[src/rtl/cpu_pkg.sv]
// Shared CPU front-end definitions: reset vector, NOP encoding, fetch FSM states
// and the decode bundle layout.
package cpu_pkg;
  localparam logic [31:0] DEFAULT_RESET_PC  = 32'h0000_0000;
  localparam logic [31:0] DEFAULT_NOP_INSTR = 32'h0000_0000;

  typedef enum logic [1:0] {
    FS_REQ   = 2'd0,
    FS_VALID = 2'd1,
    FS_ERR   = 2'd2
  } fetch_state_e;

  typedef struct packed {
    logic [31:0] pc;
    logic [31:0] pc4;
    logic [31:0] instr;
  } id_bundle_t;
endpackage

[src/rtl/add4.sv]
// PC incrementer: y = a + 4, wrapping modulo 2^32.
module add4 (
  input  logic [31:0] a,
  output logic [31:0] y
);
  assign y = a + 32'd4;
endmodule

[src/rtl/pc_fetch.sv]
// Instruction fetch stage: one outstanding request, single-entry decode bundle,
// redirect squashing and a sticky misaligned-target error state.
module pc_fetch import cpu_pkg::*; #(
  parameter logic [31:0] RESET_PC  = DEFAULT_RESET_PC,
  parameter logic [31:0] NOP_INSTR = DEFAULT_NOP_INSTR
) (
  input  logic        clk,
  input  logic        rst,
  output logic        imem_req,
  output logic [31:0] imem_addr,
  input  logic        imem_ack,
  input  logic [31:0] imem_rdata,
  output logic        id_valid,
  input  logic        id_ready,
  output logic [31:0] id_pc,
  output logic [31:0] id_pc4,
  output logic [31:0] id_instr,
  input  logic        redirect_valid,
  input  logic [31:0] redirect_pc,
  output logic        fetch_misalign
);
  fetch_state_e state_q, state_d;
  logic [31:0]  pc_q, pc_d;
  logic [31:0]  addr_q, addr_d;
  logic         req_q, req_d;
  logic         squash_q, squash_d;
  logic         misalign_q, misalign_d;
  logic         valid_q, valid_d;
  id_bundle_t   bundle_q, bundle_d;
  logic [31:0]  pc4;
  logic         fire;

  add4 u_add4 (.a(pc_q), .y(pc4));

  assign fire = req_q & imem_ack;

  always_comb begin
    state_d    = state_q;
    pc_d       = pc_q;
    addr_d     = addr_q;
    req_d      = req_q;
    squash_d   = squash_q;
    misalign_d = misalign_q;
    valid_d    = valid_q;
    bundle_d   = bundle_q;
    if (redirect_valid) begin
      valid_d = 1'b0;
      if (redirect_pc[1:0] != 2'b00) begin
        misalign_d = 1'b1;
        state_d    = FS_ERR;
      end else begin
        misalign_d = 1'b0;
        state_d    = FS_REQ;
        pc_d       = redirect_pc;
      end
      // An un-acked request must stay on the bus; its data is squashed later.
      if (req_q && !imem_ack) begin
        squash_d = 1'b1;
      end else begin
        squash_d = 1'b0;
        req_d    = (redirect_pc[1:0] == 2'b00);
        addr_d   = redirect_pc;
      end
    end else begin
      unique case (state_q)
        FS_REQ: begin
          if (fire) begin
            if (squash_q) begin
              squash_d = 1'b0;
              addr_d   = pc_q;
            end else begin
              bundle_d = '{pc: pc_q, pc4: pc4, instr: imem_rdata};
              pc_d     = pc4;
              valid_d  = 1'b1;
              req_d    = 1'b0;
              state_d  = FS_VALID;
            end
          end else if (!req_q) begin
            req_d  = 1'b1;
            addr_d = pc_q;
          end
        end
        FS_VALID: begin
          if (id_ready) begin
            valid_d = 1'b0;
            req_d   = 1'b1;
            addr_d  = pc_q;
            state_d = FS_REQ;
          end
        end
        FS_ERR: begin
          if (fire) begin
            req_d    = 1'b0;
            squash_d = 1'b0;
          end
        end
        default: ;
      endcase
    end
  end

  always_ff @(posedge clk or posedge rst) begin
    if (rst) begin
      state_q    <= FS_REQ;
      pc_q       <= RESET_PC;
      addr_q     <= RESET_PC;
      req_q      <= 1'b0;
      squash_q   <= 1'b0;
      misalign_q <= 1'b0;
      valid_q    <= 1'b0;
      bundle_q   <= '{pc: 32'h0, pc4: 32'h0, instr: NOP_INSTR};
    end else begin
      state_q    <= state_d;
      pc_q       <= pc_d;
      addr_q     <= addr_d;
      req_q      <= req_d;
      squash_q   <= squash_d;
      misalign_q <= misalign_d;
      valid_q    <= valid_d;
      bundle_q   <= bundle_d;
    end
  end

  assign imem_req       = req_q;
  assign imem_addr      = addr_q;
  assign id_valid       = valid_q;
  assign id_pc          = bundle_q.pc;
  assign id_pc4         = bundle_q.pc4;
  assign id_instr       = valid_q ? bundle_q.instr : NOP_INSTR;
  assign fetch_misalign = misalign_q;
endmodule
[config.mk]
export PLATFORM = sky130hd
export DESIGN_NAME = pc_fetch
export DESIGN_NICKNAME = d
export VERILOG_FILES = /design/src/rtl/cpu_pkg.sv /design/src/rtl/add4.sv /design/src/rtl/pc_fetch.sv
export SDC_FILE = /design/constraint.sdc
export NUM_CORES = 1
export LEC_CHECK = 0
export CAP_MARGIN = 40
export CORE_MARGIN = 2
export CORE_UTILIZATION = 25
export CTS_CLUSTER_DIAMETER = 60
export CTS_CLUSTER_SIZE = 8
export DETAILED_ROUTE_END_ITERATION = 16
export GPL_TIMING_DRIVEN = 1
export PLACE_DENSITY_LB_ADDON = 0.15
export RECOVER_POWER = 25
export SYNTH_ARGS = -nofsm -noshare
export SYNTH_HDL_FRONTEND = slang
export SYNTH_SLANG_ARGS = --single-unit
[constraint.sdc]
create_clock -name clk -period 8.41 [get_ports clk]
set_clock_uncertainty 0.2 [all_clocks]
set_input_delay 1.2615 -clock clk [delete_from_list [all_inputs] [get_ports clk]]
set_output_delay 1.2615 -clock clk [all_outputs]
set_load 0.05 [all_outputs]
Yosys cells after proc, flatten, opt, wreduce, memory -nomap -nowiden
Index checks and enable logic that the tools add are counted.

Register bits: 166. Bits of input ports: 69. Output and inout bits: 131. Logic and storage cells: 78.

Add/sub/neg operators: 1. Equal/unequal tests: 12. Muxes and demuxes: 35. Bitwise logic cells: 3. Reduce and logical (&&, ||, !) cells: 17.

Operators by type and width (number): $mux W32 (12); $pmux W32 S2 (1); $add A32 B3 Y32 const B (1); $mux W1 (14); $ne A3 B3 Y1 const B (4); $ne A4 B4 Y1 const B (3); $reduce_and A4 Y1 (3); $mux W2 (5); $reduce_and A5 Y1 (2); $reduce_bool A2 Y1 (4); $ne A2 B2 Y1 const B (3); $logic_not A2 Y1 (2); $pmux W2 S2 (1); $reduce_bool A4 Y1 (1); $pmux W1 S3 (1); $reduce_bool A3 Y1 (1); $eq A2 B1 Y1 const B (1); $eq A2 B2 Y1 const B (1); $not A1 Y1 (2); $pmux W1 S2 (1); $reduce_and A2 Y1 (1); $reduce_or A2 Y1 (1); $and A1 B1 Y1 (1); $logic_and A1 B1 Y1 (1); $logic_not A1 Y1 (1).

Depth between registers and ports, before layout
Word-level depth: 5. Depth in mapped cells: 10. Depth with buffers taken out: 6.

Hierarchy
A second synthesis with hierarchy kept.

Cell total of the unflattened synthesis: 670. Area, all modules: 8368.0 um2.

Modules (own cells, without submodules): pc_fetch (times used 1, cells each 587, area an instance 7787.5 um2, sequential area each 4129.0 um2); add4 (times used 1, cells each 83, area an instance 580.6 um2, sequential area each 0.0 um2).

Least setup slack after synthesis
Ideal clock, no wire load.

Kind: register to register. From: reg state_q[0]. To: reg addr_q[0] (netlist: imem_addr[0]). Setup time: 0.125 ns. Data arrival time: 2.731 ns. Required time: 8.085 ns. Slack: 5.355 ns. Stages on the path, launching flop included: 10. Buffers on the path: 4. Period minus slack after synthesis: 3.055 ns. Path through: dfrtp_1 -> clkbuf_1 -> clkbuf_1 -> inv_1 -> ha_1 -> nand4_1 -> and3_1 -> clkbuf_1 -> buf_1 -> mux2_2.

Longest elaborated chain between the ends: 3. Elaborated cells on any way between the ends: 9. Those cells by class: eq/ne: 4; mux: 2; reduce/logical: 3.

Ends and longest elaborated chain: start, declared (RTL line pc_fetch.sv:22) `fetch_state_e state_q, state_d;`; start signal, assigned (RTL line pc_fetch.sv:113) `state_q <= state_d;`; $eq A2 B1 Y1 or $logic_not A2 Y1 (tied branches) (RTL line pc_fetch.sv:65) `unique case (state_q)`; $ne A3 B3 Y1 (no source line) (tied with other cells); $reduce_and A5 Y1 (no source line) or $mux W32 (tied branches); end signal, assigned (RTL line pc_fetch.sv:115) `addr_q <= addr_d;`; end, declared (RTL line pc_fetch.sv:24) `logic [31:0] addr_q, addr_d;`.

Parallel ways exist; a longest one is shown, timed or not. A chain may end at the register's enable or synchronous reset.

==> flow_summary_export.csv <==
group,metric,value,unit
timing,fin_crit,4.26,ns
synth,synth_cell_types,58,
clock_network,ctsLongestPathBuffers,2,
clock_network,cts.sinks,163,
floorplan,io_pins,200,
synth,async_reset_ff_share,100,%
clock_network,cts_resized,0,
worst_setup_path,end_kind,"async pin",
synth,synthFlopType,"dfrtp_1",
final_layout,n_antenna_cell,0,
routing,drc_errors,0,
final_layout,syn_to_final_growth,28.9,%
routing,postRouteAntennaNets,0,
global_routing,grt_antenna_before_repair,1,
global_routing,grt.total_usage,15.3,%
worst_setup_path,required,8.70,ns
synth,syn-mean-instance-area,8.92,um2
place,port_buffers,199,
worst_setup_path,reg2reg_slack,4.46,ns
synth,synth_top_area_share,47.2,%
clock_network,cts_made_buffers,17,
synth,synthTopCellsByArea,"dfrtp_1, nand2_1, mux2_2",
final_layout,layout_commonest_cell,"nand2_1",
synth,yosysTopAreaCell,"dfrtp_1",
worst_hold_path,min_to,"bundle_q[8]$_DFFE_PP0P_",
worst_setup_path,crit_type,"in -> async",
synth,ys_ff_latch,163,
clock_network,post_cts_buffers,0,
timing,drv_slew,112,
timing,worst_slew_pin_slew,3.28,ns
synth,syn_inst,968,
worst_setup_path,crit_fanout,69,
routing,drt-pass1-iter-count,4,
floorplan,die_area,36000,um2
global_routing,grt_max_degree,91,
timing,rsz0062_at_grt,"false",
place,placed_cells,1496,
final_layout,num-fill-cells,3537,
worst_hold_path,min_path_type,"reg -> reg",
worst_hold_path,min_from,"bundle_q[8]$_DFFE_PP0P_",
final_layout,nNetsFinal,1134,
floorplan,die_w,190,um
floorplan,die_h,190,um
status,outcome,"finished, violations left",
timing,max_freq,235,MHz
timing,finalCritPeriodShare,50.6,%
final_layout,finalNonFillerCells,1528,
final_layout,drive_gt1_share,9.32,%
clock_network,ctsHoldBuffers,0,
clock_network,root_buffer,"clkbuf_16",
place,gp_congestion,0.765,
pwr,ir_drop,0.000176,V
job,drv_cap,2,
routing,wl,27.3,mm
worst_setup_path,r2r-start,"state_q[0]$_DFFE_PP0P_",
status,violations,"max-capacitance violations, max-slew violations",
final_layout,final_cell_mix,"nand2_1, clkdlybuf4s50_1, dfrtp_1, o21ai_0, mux2_2",
routing,via_per_inst,4.54,
synth,synth.cell_area,8630,um2
floorplan,rows,68,
worst_setup_path,arrival,4.55,ns
place,dp_hpwl,19.1,mm
global_routing,grt_pass1_wl,42.0,mm
final_layout,multiInputGateArea,3720,um2
routing,wl_per_cell,17.8,um
clock_network,cts_tree,"built",
final_layout,seq_area,4080,um2
pwr,power_density,389,nW/um2
floorplan,initial_utilization,25.2,%
floorplan,core_region_area,34300,um2
routing,drt_iter0_markers,413,
pwr,p_leak,4.65,nW
timing,hold_viol,0,
worst_setup_path,startpoint_type,"primary input",
timing,finalSetupViolations,0,
worst_hold_path,min_path_cells,2,
global_routing,grt_pass1_vias,6835,
worst_setup_path,r2r_end,"id_pc4[19]$_DFFE_PP0P_",
clock_network,h-tree-depth,4,
worst_setup_path,reg2reg_depth,8,
synth,yosysSeqAreaShare,47.2,%
clock_network,clk_pin_slew,0.07,ns
synth,ys_warn_count,0,
synth,synthesis.nets,1042,
global_routing,grt.overflow.total,0,
routing,vias,6936,
timing,relSlewSlack,-120,%
timing,finalSetupTns,0,ns
clock_network,clk_latency,0.44,ns
synth,synth-edff-count,0,
-- synth_stat cells, drive strengths merged (6+ instances only) --
library cell / n
nor2: 40
or4: 7
dfrtp: 163
nand3: 17
mux2: 48
a31oi: 17
or3: 15
nand2: 239
o21ai: 69
nand4: 18
o211ai: 12
nor4: 11
clkbuf: 53
xnor2: 12
and3: 13
nor3: 6
a21oi: 18
buf: 85
a22oi: 8
and2: 35
inv: 16
-- area by class of cell --
type                            instances  share of cell area [%]
Multi-Input combinational cell        651                    33.4
Clock buffer                           19                    4.07
Sequential cell                       163                    36.6
Clock inverter                         13                    1.29
Tap cell                              455                    5.11
Inverter                               16                   0.551
Timing Repair Buffer                  211                    18.9
-- worst max-delay path, stage by stage --
cell           delay, ns
dlygate4sd3_1       0.55
clkinvlp_2          1.86
buf_4               0.83
-- how the worst max path moves through the flow --
stage,depth (start not counted),end,slack (ns),start
global route,3,pc_q[27]$_DFFE_PP0P_,3.51,rst
floorplan,1,bundle_q[0]$_DFFE_PP0P_,2.54,rst
finish,3,id_pc4[23]$_DFFE_PP0P_,4.15,rst
global placement,7,imem_addr[6]$_DFFE_PP0P_,4.68,redirect_valid
CTS,3,id_instr[0],4.72,state_q[0]$_DFFE_PP0P_
detailed placement,7,imem_addr[10]$_DFFE_PP0P_,4.63,redirect_valid
-- routing by layer --
layer / track usage (%) / vias to the layer above / share of wire (%)
li1: - / 3427 / -
met1: 22.6 / 3294 / 50
met2: 20.9 / 193 / 41
met3: 5.59 / 20 / 7.6
met4: 3.91 / 2 / 1.2
met5: 0 / - / 0.037
-- stage by stage --
stage | power [W] | instance area [um2] | utilization (%) | worst slack (ns) | hold WS, ns
2_1_floorplan | 0.00297 | 8630 | - | 2.54 | 0.237
3_5_place_dp | 0.00356 | 10500 | 30.8 | 4.63 | 0.254
3_3_place_gp | 0.00354 | 10500 | 30.6 | 4.68 | 0.249
4_1_cts | 0.00440 | 11100 | 32.5 | 4.72 | 0.272
6_report | 0.00433 | 11100 | 32.5 | 4.15 | 0.265
5_1_grt | 0.00460 | 11100 | 32.5 | 3.51 | 0.290
-- registers in the layout, indices dropped and copies added, names as in the netlist --
register / flops
imem_req: 1
state_q: 2
squash_q: 1
id_pc: 32
pc_q: 32
id_pc4: 30
fetch_misalign: 1
imem_addr: 32
bundle_q: 32
-- power breakdown --
group	switching, W	internal [W]
Clock	0.000357	0.000458
Combinational	0.00139	0.000733
Sequential	0.000285	0.00112
-- kinds of logic (layout without fill, tap and decap cells) --
family	count (synthesis)	after routing	share of synthesized area, %
adders and majority gates	5	5	0.725
and+or+nand+nor	425	425	23.3
xor gates and xnor gates	13	13	1.32
DFF	163	163	47.2
muxes	50	50	6.49
AOI/OAI and AO/OA	158	158	11.2
buffers and inverters	154	259	9.75
(Power assumes the default switching activity.)
